$ cat config.mk
export PLATFORM = sky130hd
export DESIGN_NAME = timer_counter_flat
export DESIGN_NICKNAME = d
export VERILOG_FILES = /design/src/rtl/timer_counter_if.sv /design/src/rtl/timer_counter.sv /design/src/flat_wrapper.sv
export SDC_FILE = /design/constraint.sdc
export NUM_CORES = 1
export LEC_CHECK = 0
export CORE_MARGIN = 2
export CORE_UTILIZATION = 40
export CTS_BUF_LIST = sky130_fd_sc_hd__clkbuf_2
export DETAILED_ROUTE_END_ITERATION = 10
export MAX_ROUTING_LAYER = met4
export PLACE_DENSITY_LB_ADDON = 0.08
export RECOVER_POWER = 100
export SYNTH_ARGS = -nofsm -noshare
export SYNTH_HDL_FRONTEND = slang
export SYNTH_SLANG_ARGS = --single-unit
$ cat constraint.sdc
create_clock -name clk -period 5.13 [get_ports clk]
set_input_delay 0.513 -clock clk [delete_from_list [all_inputs] [get_ports clk]]
set_output_delay 0.513 -clock clk [all_outputs]
set_load 0.05 [all_outputs]
$ cat src/rtl/timer_counter_if.sv
// rtl/timer_counter_if.sv - peripheral bus between the bridge and one timer instance
interface timer_counter_if;
  logic [1:0]  Addr;
  logic        WE;
  logic [31:0] Din;
  logic [31:0] Dout;
  logic        IRQ;

  modport master (
    output Addr,
    output WE,
    output Din,
    input  Dout,
    input  IRQ
  );

  modport slave (
    input  Addr,
    input  WE,
    input  Din,
    output Dout,
    output IRQ
  );
endinterface

$ cat src/rtl/timer_counter.sv
// rtl/timer_counter.sv - memory-mapped countdown timer with one-shot / auto-reload modes
module timer_counter (
  input  logic           clk,
  input  logic           reset,
  timer_counter_if.slave bus
);
  typedef enum logic [1:0] {S_IDLE, S_LOAD, S_CNT, S_INT} state_t;

  state_t      state;
  logic [3:0]  ctrl;
  logic [31:0] preset;
  logic [31:0] count;
  logic        irq_flag;

  logic enable;
  logic auto_reload;
  logic irq_mask;

  assign enable      = ctrl[0];
  assign auto_reload = (ctrl[2:1] == 2'b01);
  assign irq_mask    = ctrl[3];

  always_ff @(posedge clk) begin
    if (reset) begin
      state    <= S_IDLE;
      ctrl     <= 4'h0;
      preset   <= 32'h0;
      count    <= 32'h0;
      irq_flag <= 1'b0;
    end else begin
      // Auto-reload turns the flag into a single-cycle pulse.
      if (auto_reload && irq_flag) begin
        irq_flag <= 1'b0;
      end

      case (state)
        S_IDLE: begin
          if (enable) begin
            state <= S_LOAD;
          end
        end
        S_LOAD: begin
          count <= preset;
          state <= S_CNT;
        end
        S_CNT: begin
          if (!enable) begin
            state <= S_IDLE;
          end else if (count > 32'd1) begin
            count <= count - 32'd1;
          end else begin
            count <= 32'h0;
            state <= S_INT;
          end
        end
        S_INT: begin
          irq_flag <= 1'b1;
          if (!auto_reload) begin
            ctrl[0] <= 1'b0;
          end
          state <= S_IDLE;
        end
        default: state <= S_IDLE;
      endcase

      // Bus writes come last so they win over the FSM's own updates.
      if (bus.WE && bus.Addr == 2'b00) begin
        ctrl     <= bus.Din[3:0];
        irq_flag <= 1'b0;
      end else if (bus.WE && bus.Addr == 2'b01) begin
        preset   <= bus.Din;
        irq_flag <= 1'b0;
      end
    end
  end

  always_comb begin
    bus.Dout = 32'h0;
    case (bus.Addr)
      2'b00:   bus.Dout = {28'h0, ctrl};
      2'b01:   bus.Dout = preset;
      2'b10:   bus.Dout = count;
      default: bus.Dout = 32'h0;
    endcase
  end

  assign bus.IRQ = irq_flag & irq_mask;
endmodule

$ cat src/flat_wrapper.sv
// flat-port wrapper written by rule: the top's interface ports become plain ports
module timer_counter_flat 
  (clk, reset, bus_Addr, bus_WE, bus_Din, bus_Dout, bus_IRQ);
  timer_counter_if bus_i ();
  input  logic clk;
  input  logic reset;
  input wire logic [$bits(bus_i.Addr)-1:0] bus_Addr;
  input wire logic [$bits(bus_i.WE)-1:0] bus_WE;
  input wire logic [$bits(bus_i.Din)-1:0] bus_Din;
  output wire logic [$bits(bus_i.Dout)-1:0] bus_Dout;
  output wire logic [$bits(bus_i.IRQ)-1:0] bus_IRQ;
  assign bus_i.Addr = bus_Addr;
  assign bus_i.WE = bus_WE;
  assign bus_i.Din = bus_Din;
  assign bus_Dout = bus_i.Dout;
  assign bus_IRQ = bus_i.IRQ;
  timer_counter u_core (.clk(clk), .reset(reset), .bus(bus_i));
endmodule
==> results.md, run 1 <==
* P_leak at 1.75 nW
* Starting density of the core at 40.9%
* Yosys warnings at 0
* Clk sinks at 71
* Post-synthesis register bit count at 71
* RSZ-0062 raised after global routing: false
* Later-pin clock latency in the skew report at roughly 0.53 ns
* Drt first pass iters at 5
* ANT nets after route at 0
* Failing checks: capacitance limit, slew limit
* Worst Tran Pin Value at 3.30 ns
* Cells after Synth at slightly above 500
* Yosys top cell area share at 35.7%
* First-pass GRT wire length at 19800 µm
* Internal power at 682 µW
* Routed WL per cell at ~17 µm
* Critical path class: input port to output pin
* Gr usage total at 23.0%
* Uppermost routed layer: met4
* Final core occ at between 40% and 50%
* Initial antenna violation count at 0
* Hold Slack at 0.490 ns
* Number of enable flip-flop cells after synthesis at 0
* Ratio of cells with drive above 1 in the final layout at 6.83%
* HP Class: register to register
* Met3 Wirelength at 577 µm
* DRC violations left at 0
* Min cycle time layout at 3.97 ns
* Syn_nets at 547
* Clk_skew at 0.0301 ns
* Maximum VDD drop at 108 µV
* Final Cycle Share at a little under 80%
* CP arrival at approximately 3.5 ns
* Cell Area, Synth at 0.00398 mm²
* Async SR Flop Fraction at 0%
* Die H at 104 µm
* Crit-path max cell delay at 0.87 ns
* Post-synthesis simple-gate area fraction at 28.6%
* TritonCTS clock tree: yes
* Vias per cell at just under 6
* M1 WL at approximately 5600 µm
* CP required at 4.62 ns
* CTS root buf: clkbuf_2
* Dominant cell type by area after synthesis: dfxtp_1
* Dpl hpwl at 7890 µm
* H-tree levels at 3
* Main synth FF type: dfxtp_1
* Setup repair bufs after CTS at 0
* Met2 routed WL at between 5000 and 6000 µm
* # diodes at 0
* CP Cell Sequence: clkdlybuf4s50_1 -> nor2b_1 -> buf_4 -> a22o_1 -> dlygate4sd3_1
* Cell Pwr Density at 208 mW/mm²
* Sw Pwr at 313 µW
* WL final at approximately 12000 µm
* Via count at around 4000
* Largest cells by area after synthesis: dfxtp_1, nand2_1, a22o_1, a21oi_1, clkbuf_1
* Nets at 591
* Core Region at 0.00973 mm²
* CTS clk-pin slew, worst paths at 0.19 ns
* Post-Synth Adder-Cell Area at 0.629%
* Max-cap violation count at 1
* Setup_tns at 0 ns
* Clock Path Buffers at 2
* Layout area overhead at 20.2%
* DRT iter0 DRCs at 299
* Combinational family with the most area after synthesis: simple AND/OR/NAND/NOR gates
* Final Instance Area at 0.00478 mm²
* Post-route setup slack at 1.16 ns
* XOR/XNOR Fraction of Synth Area at 0.441%
* Syn_area_per_cell at 7.83 µm²
* Pin count of the biggest net entering global routing at slightly above 70
* Startpoint types: input port
* Worst slack at placement at 1.52 ns
* Final Setup Violations at 0
* Area post-placement at 0.00471 mm²
* Status: finished with violations
* Port Buffers at 69
* CP Capture Type: output pin
* Slew Limit Headroom at -120%
* Inserted Clock Buffers at 9
* Die Area at 0.0108 mm²
* F_max at 252 MHz
* Sequential Power Share at 57.7%
* Slowest cell on crit path: dlygate4sd3_1
* Clock Power Share at 27.0%
* CP max FO at 19
* Hold buffer count at CTS at 0
* Synth cell types at 58
* Post-cts sizing count at 0
* Final Max Slew Viols at 72
* Post-synthesis mux area share at between 2 and 2.5%
* Top Ports at 70
* Total grt overflow at 0
* Switching share of power at 31.5%
* Vias in the first global route at 3848
* Final hold viol count at 0
* Row Count at 36
* Gate power share at roughly 15%
* Die X at 104 µm
* Sequential share of the synthesized area at 35.7%
* Synth Area in Compound Gates at 26.3%
* Placer Congestion at 0.852
-- Yosys cell counts (all sizes together) (2+ instances only) --
library cell  instances
o21ai                10
nor3                 19
o211ai                2
nand2                90
mux2i                 8
or4                   6
a221oi                5
nand3                22
ha                    2
a21oi                43
clkbuf               39
buf                   6
a32oi                 5
nor4                 19
inv                  14
nor2                 21
o311ai                2
o21a                  2
a31oi                19
nor2b                 6
nand3b                3
nor3b                 2
o32ai                 7
nand2b                4
and2                  4
a2bb2oi               2
or3                   4
nand4                 9
dfxtp                71
a211oi                3
or2                   2
a22oi                12
a22o                 28
o41a                  2
-- worst paths after layout --
| kind | start | to | slack, ns | cells after the start |
|---|---|---|---|---|
| hold reg to reg | u_core.preset[11] | u_core.preset[11] | 0.49 | 2 |
| hold / removal | u_core.preset[11] | u_core.preset[11] | 0.49 | 2 |
| setup / recovery | bus_Addr[0] | bus_Dout[13] | 1.16 | 5 |
| setup reg to reg | u_core.count[0] | u_core.count[20] | 2.34 | 7 |
-- metal layers --
| layer | up-vias | track usage [%] |
|---|---|---|
| met5 | - | - |
| met4 | 0 | 7.82 |
| met3 | 21 | 4.22 |
| met2 | 117 | 35.3 |
| met1 | 1930 | 30.6 |
| li1 | 1980 | - |
-- cell families (layout without fill, tap and decap cells) --
| family | Yosys count | after routing |
|---|---|---|
| AND/OR/NAND/NOR | 218 | 218 |
| multiplexers | 8 | 8 |
| XOR/XNOR | 2 | 2 |
| buffers and inverters | 59 | 107 |
| flip-flops | 71 | 71 |
| adder cells (fa/ha/maj) | 2 | 2 |
| AO/OA/AOI/OAI | 148 | 148 |
-- worst max-delay path, delay by kind of cell --
family                 cells  cell delay (ns)
and+or+nand+nor            1             0.82
AOI/OAI and AO/OA          1             0.19
buffers and inverters      3             1.93
-- power by group through the flow --
stage          registers, mW  logic, mW  clock network, mW
3_5_place_dp           0.585      0.154                  0
6_report               0.575      0.152              0.269
2_1_floorplan          0.581     0.0957                  0
3_3_place_gp           0.586      0.151                  0
5_1_grt                0.577      0.166              0.299
4_1_cts                0.575      0.154              0.278
-- area by class of cell --
cell class | count | area, µm²
fillers | 1031 | 4950
clock inverters | 6 | 38.8
inverters | 14 | 52.6
clock buffers | 9 | 45.0
flip-flops and latches | 71 | 1420
well taps | 133 | 166
repair buffers | 78 | 746
multi-input cells | 378 | 2310
-- through the flow --
stage / instances / power (mW)
6_report: 689 / 0.996
4_1_cts: 689 / 1.01
2_1_floorplan: 508 / 0.677
5_1_grt: 689 / 1.04
3_3_place_gp: 674 / 0.737
3_5_place_dp: 674 / 0.739
-- flip-flops by register name (all words and copies together) (netlist names) --
| name | count |
|---|---|
| u_core.state | 2 |
| u_core.ctrl | 4 |
| u_core.irq_flag | 1 |
| u_core.preset | 32 |
| u_core.count | 32 |
-- cells in the final DEF, fill, tap and decap left out, types with 3 or more instances in the layout --
| cell type | count |
|---|---|
| or3_1 | 4 |
| nor4_2 | 3 |
| clkbuf_2 | 9 |
| a32oi_1 | 5 |
| a22oi_1 | 12 |
| o21ai_0 | 10 |
| o32ai_1 | 7 |
| nand2b_1 | 4 |
| and2_1 | 4 |
| a31oi_1 | 18 |
| nand3b_1 | 3 |
| clkinvlp_4 | 4 |
| dfxtp_1 | 71 |
| or4_1 | 4 |
| mux2i_1 | 8 |
| a221oi_1 | 5 |
| a211oi_1 | 3 |
| nor3_1 | 18 |
| buf_4 | 7 |
| nor4_1 | 14 |
| nand4_1 | 8 |
| nor2b_1 | 5 |
| a22o_1 | 28 |
| dlygate4sd3_1 | 32 |
| a21oi_1 | 43 |
| nand2_1 | 90 |
| nand3_1 | 22 |
| inv_1 | 14 |
| nor2_1 | 20 |
| clkdlybuf4s50_1 | 36 |
(Power assumes the default switching activity.)
==> inputs of run 2 (changes only) <==
==> constraint.sdc (replaced) <==
create_clock -name clk -period 3.74 [get_ports clk]
set_input_delay 0.374 -clock clk [delete_from_list [all_inputs] [get_ports clk]]
set_output_delay 0.374 -clock clk [all_outputs]
set_load 0.05 [all_outputs]
==> results.md, run 2 (synthesized netlist as in run 1, its figures left out) <==
* Slew Limit Headroom at -13.1%
* HP Class: input port to register
* Drt first pass iters at 4
* TritonCTS clock tree: yes
* Clk_skew at 0.0375 ns
* Final Cycle Share at between 80% and 90%
* Post-route setup slack at 0.585 ns
* Area post-placement at 0.00474 mm²
* Met1 Use GR at 28.5%
* Post-cts sizing count at 0
* P_leak at approximately 1.8 nW
* Max-cap violation count at 2
* Setup_tns at 0 ns
* Vias in the first global route at 3894
* Hold buffer count at CTS at 0
* Startpoint types: register
* Commonest non-fill, non-tap cell in the layout: nand2_1
* RR Endpoint: u_core.count[29]
* CP arrival at 3.58 ns
* Layout area overhead at 20.5%
* Final Max Slew Viols at 75
* Die H at ~100 µm
* CTS root buf: clkbuf_2
* Setup repair bufs after CTS at 0
* WL final at 11900 µm
* Worst slack at placement at 0.763 ns
* Die X at 104 µm
* Port Buffers at 69
* Met3 usage at 3.78%
* Via count at 4015
* Final Setup Violations at 0
* Placer Congestion at 0.868
* RSZ-0062 raised after global routing: false
* Cells after DPL at 678
* Sink of the worst hold path: u_core.preset[5]
* Later-pin clock latency in the skew report at 0.52 ns
* Ratio of cells with drive above 1 in the final layout at under 10%
* Nets at 595
* DRC violations left at 0
* Reg2Reg Depth at 5
* Starting density of the core at 40.9%
* DRT iter0 DRCs at 234
* ANT nets after route at 0
* Final Instance Area at 0.00479 mm²
* Vias per cell at 5.79
* Min cycle time layout at 3.16 ns
* Reg2reg start: u_core.count[5]
* CTS clk-pin slew, worst paths at 0.21 ns
* CP max FO at 16
* Fin cells at a little under 700
* Routed WL per cell at 17.1 µm
* Pin count of the biggest net entering global routing at 43
* Initial antenna violation count at 0
* Global routing usage on met2 at between 30% and 40%
* CP required at 4.16 ns
* Failing checks: capacitance limit, slew limit
* Filler cell count at 998
* Worst Tran Pin Value at 1.70 ns
* F_max at 317 MHz
* H-tree levels at 3
* R2R Setup Slk at 0.58 ns
* Final hold viol count at 0
* Gr usage total at between 20% and 30%
* Row Count at 36
* Dpl hpwl at 8000 µm
* Top Ports at 70
* Cell Pwr Density at 298 mW/mm²
* Clk sinks at 71
* Most frequent cells in the layout: nand2_1, dfxtp_1, a21oi_1
* Maximum VDD drop at approximately 150 µV
* CP Capture Type: register
* Total grt overflow at 0
* First-pass GRT wire length at 19800 µm
* Clock Path Buffers at 2
* Die Area at 0.0108 mm²
* Hold Slack at 0.377 ns
* Largest registers: u_core.count: 32 flops, u_core.preset: 32 flops, u_core.ctrl: 4 flops
* Status: finished with violations
* Inserted Clock Buffers at 9
* GRT busiest layer: met2
* Hold_sp: bus_Din[5]
* Core Region at 0.00973 mm²
* Hold Path Stages at 3
* # diodes at 0
* Critical path class: register to register
==> run 2: layout make-up <==
cell class / count / area [µm²] / share of cell area, %
sequential: 71 / 1420 / 29.7
multi-input combinational: 378 / 2270 / 47.4
tap: 133 / 166 / 3.47
clock buffer: 12 / 60.1 / 1.25
inverter: 14 / 52.6 / 1.10
timing repair buffer: 82 / 774 / 16.2
clock inverter: 4 / 46.3 / 0.966
==> run 2: worst max path at each step <==
stage                                from          endpoint  slack, ns  cells past startpoint
after floorplan               bus_Addr[0]      bus_Dout[10]       1.44                      5
after global placement        bus_Addr[0]      bus_Dout[13]       0.78                      5
after detailed placement      bus_Addr[0]      bus_Dout[13]       0.76                      5
after CTS                     bus_Addr[0]      bus_Dout[13]       0.76                      5
after global routing      u_core.count[5]  u_core.count[29]       0.35                      5
final                     u_core.count[5]  u_core.count[29]       0.58                      5
==> run 2: power by group <==
group          total, mW  switching [mW]  internal (mW)
Sequential         0.788          0.0151          0.773
Clock              0.432           0.272          0.160
Combinational      0.207           0.123         0.0842
==> run 2: critical path, cell delays in order, from the launching register on <==
cell,delay (ns)
dfxtp_1,0.43
nor4_1,1.01
nand2_1,0.66
nor3_2,0.31
or4b_1,0.47
a31oi_1,0.17
==> run 2: per-stage QoR <==
stage                     power [mW]  utilization, %
after CTS                       1.44            49.8
final                           1.43            49.3
after floorplan                0.928               -
after detailed placement        1.02            48.7
after global routing            1.49            49.3
after global placement          1.01            48.7
==> run 2: layer usage <==
metal	wire [µm]	vias to the layer above	part of all wire [%]
met5	0	-	0
met4	136	0	1.1
met3	530	8	4.5
met2	5780	105	49
met1	5430	1916	46
li1	-	1986	-
==> edit 1 (config.mk and constraints of run 2) <==
Re-encode `state_t` (4 states) as one-hot, 4 bits wide.
--- a/src/rtl/timer_counter.sv
+++ b/src/rtl/timer_counter.sv
@@ -4,7 +4,7 @@
   input  logic           reset,
   timer_counter_if.slave bus
 );
-  typedef enum logic [1:0] {S_IDLE, S_LOAD, S_CNT, S_INT} state_t;
+  typedef enum logic [3:0] {S_IDLE = 4'b0001, S_LOAD = 4'b0010, S_CNT = 4'b0100, S_INT = 4'b1000} state_t;
 
   state_t      state;
   logic [3:0]  ctrl;
Behaviour: same outputs for any inputs over 4 cycles, from zero or initial values and one cycle with reset high; so few cycles prove little.
==> edit 1 against run 2 <==
  * Cell area rose by 5.7%
  * Sequential share of layout area down 0.81 points
  * Routed wire length grew 15%
  * Critical path type is now primary input to output port
  * Sequential cell count is 2 higher
  * Total power grew 3.7%
  * First-iteration DRC count is 75% higher
  * Worst hold slack got worse by 290 ps
  * Maximum frequency grew 0.26%
  * Synthesized area rose by 5.1%
  * Largest cell class unchanged
  * Setup slack improved by 8.1 ps
==> edit 1: results <==
export IMPL_critical_path_slowest_cell="dlygate4sd3_1"
export IMPL_layout_nets=627
export IMPL_min_path_cells=2
export IMPL_setup_worst_path_start="bus_Addr[0]"
export IMPL_worstSetupEndpoint="bus_Dout[17]"
export IMPL_grt_pass1_vias=4030
export IMPL_wl_per_cell_um=18.8
export IMPL_grt_total_usage=0.246
export IMPL_synth_common_cells="nand2_1 (90), dfxtp_1 (73), a21oi_1 (51), clkbuf_1 (44), nor2_1 (31)"
export IMPL_worst_pin_slew_ps=1390
export IMPL_place_gp_congestion=0.851
export IMPL_clkbuf_count=9
export IMPL_buffers_excl_clock=83
export IMPL_min_to="u_core.preset[26]$_SDFFE_PP0P_"
export IMPL_synth_net_count=584
export IMPL_io_buffer_count=69
export IMPL_multiInputGateArea_um2=2460
export IMPL_leakage_nw=1.88
export IMPL_first_pass_iters=5
export IMPL_hold_ws_ps=83.5
export IMPL_slowest_delay_ps=880
export IMPL_yosys_top_cells_area="dfxtp_1 (35%), nand2_1 (8.1%), a21oi_1 (6.1%)"
export IMPL_fillCellCount=1044
export IMPL_num_multi_input_gates=407
export IMPL_clk_latency_ps=540
export IMPL_ir_drop_mv=0.182
export IMPL_drtIter0Drc=409
export IMPL_reg2reg_from="u_core.count[0]$_SDFFE_PP0P_"
export IMPL_drive_gt1_frac=0.0708
export IMPL_clock_area_frac=0.0277
export IMPL_reg2reg_to="u_core.count[22]$_SDFFE_PP0P_"
export IMPL_cts_sinks=73
export IMPL_fin_skew_ps=31.7
export IMPL_ff2ff_setup_slack_ps=650
export IMPL_layout_nonclk_buf_frac=0.154
export IMPL_yosysUniqueCellTypes=57
export IMPL_path_max_fanout=30
export IMPL_reg2reg_depth=7
export IMPL_arrival_ps=2770
export IMPL_vias=4471
export IMPL_grt_max_degree=47
export IMPL_reg_largest_list="u_core.count (32), u_core.preset (32)"
export IMPL_hpwlAfterDp_mm=9.02
export IMPL_grt_pass1_wl_mm=21.2
export IMPL_status="finished clean"
export IMPL_seq_area_frac_synth=0.350
## edit 1: cell types whose count changed in the layout (fill, tap and decap cells not counted), sizes merged, moves of 3 or more
cell / delta
a21oi: +8
nor3: -4
o211ai: +4
nor4: -7
nor2: +10
nand3: -3
clkbuf: -3
a22oi: -4
and3: +7
nand4: +4
o221ai: +4
a41oi: +3
## edit 1: logic make-up after synthesis
| family | count (synthesis) | share of synthesized area |
|---|---|---|
| simple gates | 232 | 0.283 |
| mux | 7 | 0.0168 |
| compound gates | 166 | 0.282 |
| flops | 73 | 0.350 |
| fa+ha+maj | 2 | 0.00599 |
| buf+inv | 65 | 0.0629 |
## edit 1: per-layer routing
layer | up-vias | track usage | wire length [µm]
li1 | 2130 | - | -
met1 | 2125 | 0.350 | 6480
met2 | 186 | 0.358 | 6090
met3 | 30 | 0.0411 | 879
met4 | 0 | 0.0752 | 231
met5 | - | - | 0
## edit 1: through the flow
step / cell area, µm² / worst slack, ps / instances / power (W)
2_1_floorplan: 4180 / 1220 / 545 / 0.000890
3_3_place_gp: 4940 / 764 / 713 / 0.000960
3_5_place_dp: 4940 / 741 / 713 / 0.000962
4_1_cts: 5080 / 730 / 729 / 0.00149
5_1_grt: 5070 / 484 / 729 / 0.00153
6_report: 5070 / 593 / 729 / 0.00148
## edit 1: power by group
part	switching, W	total, W	internal (W)
logic	0.0000763	0.000137	0.0000609
clock network	0.000314	0.000535	0.000221
registers	0.0000144	0.000807	0.000793
total	0.000405	0.00148	0.00107
## edit 1: worst max-delay path: cells and delay by family
family | cells | cell delay, ps
simple gates | 1 | 200
compound gates | 1 | 220
buf+inv | 3 | 1970
==> edit 2 (settings of run 2) <==
Without the edit above. Register the output `bus.IRQ`; this adds one clock of latency there.
--- a/src/rtl/timer_counter.sv
+++ b/src/rtl/timer_counter.sv
@@ -84,6 +84,8 @@
     endcase
   end
 
-  assign bus.IRQ = irq_flag & irq_mask;
+  always_ff @(posedge clk) begin
+    bus.IRQ <= irq_flag & irq_mask;
+  end
 endmodule
 
Check against the original RTL: not equivalent (a bounded check fails within 10 cycles, from zero or initial values and one cycle with reset high).
==> edit 2 against run 2 <==
  * The run still ends with max-capacitance violations, max-slew violations left
  * Largest power group unchanged
  * Routed wire length down 2.7%
  * Sequential cell count up 1
  * Non-clock buffer count up 2
  * Cell area down 0.21%
  * Setup slack better by 4.1 ps
  * Synthesized area down 3.4%
  * Clock skew down 7.5 ps
  * Critical path type unchanged
  * Sequential power up 1%
  * Critical path depth up 2
  * Cell count unchanged
  * Total power up 8.9%
  * Maximum frequency up 0.13%
==> edit 2: results <==
export IMPL_drive_gt1_frac=0.0566
export IMPL_grt_pass1_wl_mm=18.8
export IMPL_grt_util_met3=0.0301
export IMPL_use_met1=0.332
export IMPL_arrival_ps=3580
export IMPL_place_area_um2=4670
export IMPL_grt_total_usage=0.235
export IMPL_p_clk_w=0.000574
export IMPL_cts_hold_buffers_added=0
export IMPL_max_freq_mhz=317
export IMPL_synth_net_count=543
export IMPL_clk_latency_ps=530
export IMPL_slew_headroom=-0.00197
export IMPL_synthMuxAreaShare=0.0287
export IMPL_slowest_delay_ps=610
export IMPL_ir_drop_mv=0.164
export IMPL_yosys_top_cells_area="dfxtp_1 (38%), nand2_1 (10%), a21oi_1 (7.2%)"
export IMPL_first_pass_iters=5
export IMPL_violations="max-capacitance violations, max-slew violations"
export IMPL_min_to="u_core.preset[17]$_SDFFE_PP0P_"
export IMPL_cts_buffer_depth=2
export IMPL_slew_viol_final=1
export IMPL_layout_nets=599
export IMPL_synth_xor_area_frac=0.00456
export IMPL_yosysUniqueCellTypes=51
export IMPL_synth_compound_gate_area_share=0.269
export IMPL_seq_area_frac_synth=0.375
export IMPL_htreeDepth=3
export IMPL_powerComb_w=0.000182
export IMPL_grt_pass1_vias=3591
export IMPL_worstSetupEndpoint="u_core.count[27]$_SDFFE_PP0P_"
export IMPL_hpwlAfterDp_mm=7.91
export IMPL_drtIter0Drc=216
export IMPL_place_ws_ps=839
export IMPL_clkTransAtPathRegs_ps=230
export IMPL_routed_via_density=5.66
export IMPL_place_gp_congestion=0.847
export IMPL_cts_root_buffer="clkbuf_2"
export IMPL_grt_max_degree=34
export IMPL_reg2reg_depth=7
export IMPL_reg2reg_from="u_core.count[21]$_SDFFE_PP0P_"
export IMPL_ys_flop_type="dfxtp_1"
export IMPL_leakage_nw=1.85
export IMPL_antenna_cells=0
export IMPL_fin_skew_ps=30.0
export IMPL_synthAdderAreaFrac=0.00651
export IMPL_critical_path_slowest_cell="or4_1"
export IMPL_wl_per_cell_um=16.6
export IMPL_worstSetupEndpointType="flop"
export IMPL_synth_common_cells="nand2_1 (102), dfxtp_1 (72), a21oi_1 (55), clkbuf_1 (32), a22o_1 (28)"
export IMPL_maxCapViolations=1
export IMPL_status="finished, violations left"
export IMPL_use_met2=0.354
export IMPL_netSwitchingPower_w=0.000413
export IMPL_hold_start="bus_Din[17]"
export IMPL_synth_async_reset_ratio=0
export IMPL_path_max_fanout=9
## edit 2: cell count changes after synthesis, sizes merged, moves of 6 or more
cell    delta
a21oi     +12
a22oi      -8
and3       +8
clkbuf     -7
inv        -7
nand2     +12
nand3      -9
nor4       -9
o22ai      +6
## edit 2: through the flow
stage	cells	util	hold WS, ps	total power, W
after global routing	694	0.515	314	0.00162
after CTS	694	0.520	320	0.00157
after floorplan	504	-	436	0.000916
after detailed placement	678	0.503	461	0.00100
final	694	0.515	352	0.00155
after global placement	678	0.503	459	0.000998
## edit 2: layout make-up
type / instances / area (µm²)
Clock buffer: 9 / 45.0
Clock inverter: 7 / 110
Fill cell: 961 / 4500
Inverter: 7 / 26.3
Multi-Input combinational cell: 386 / 2220
Sequential cell: 72 / 1440
Tap cell: 129 / 161
Timing Repair Buffer: 84 / 783
## edit 2: metal layers
layer | up-vias | routed length [µm]
li1 | 1968 | -
met1 | 1809 | 5540
met2 | 139 | 5220
met3 | 11 | 663
met4 | 0 | 127
met5 | - | 0
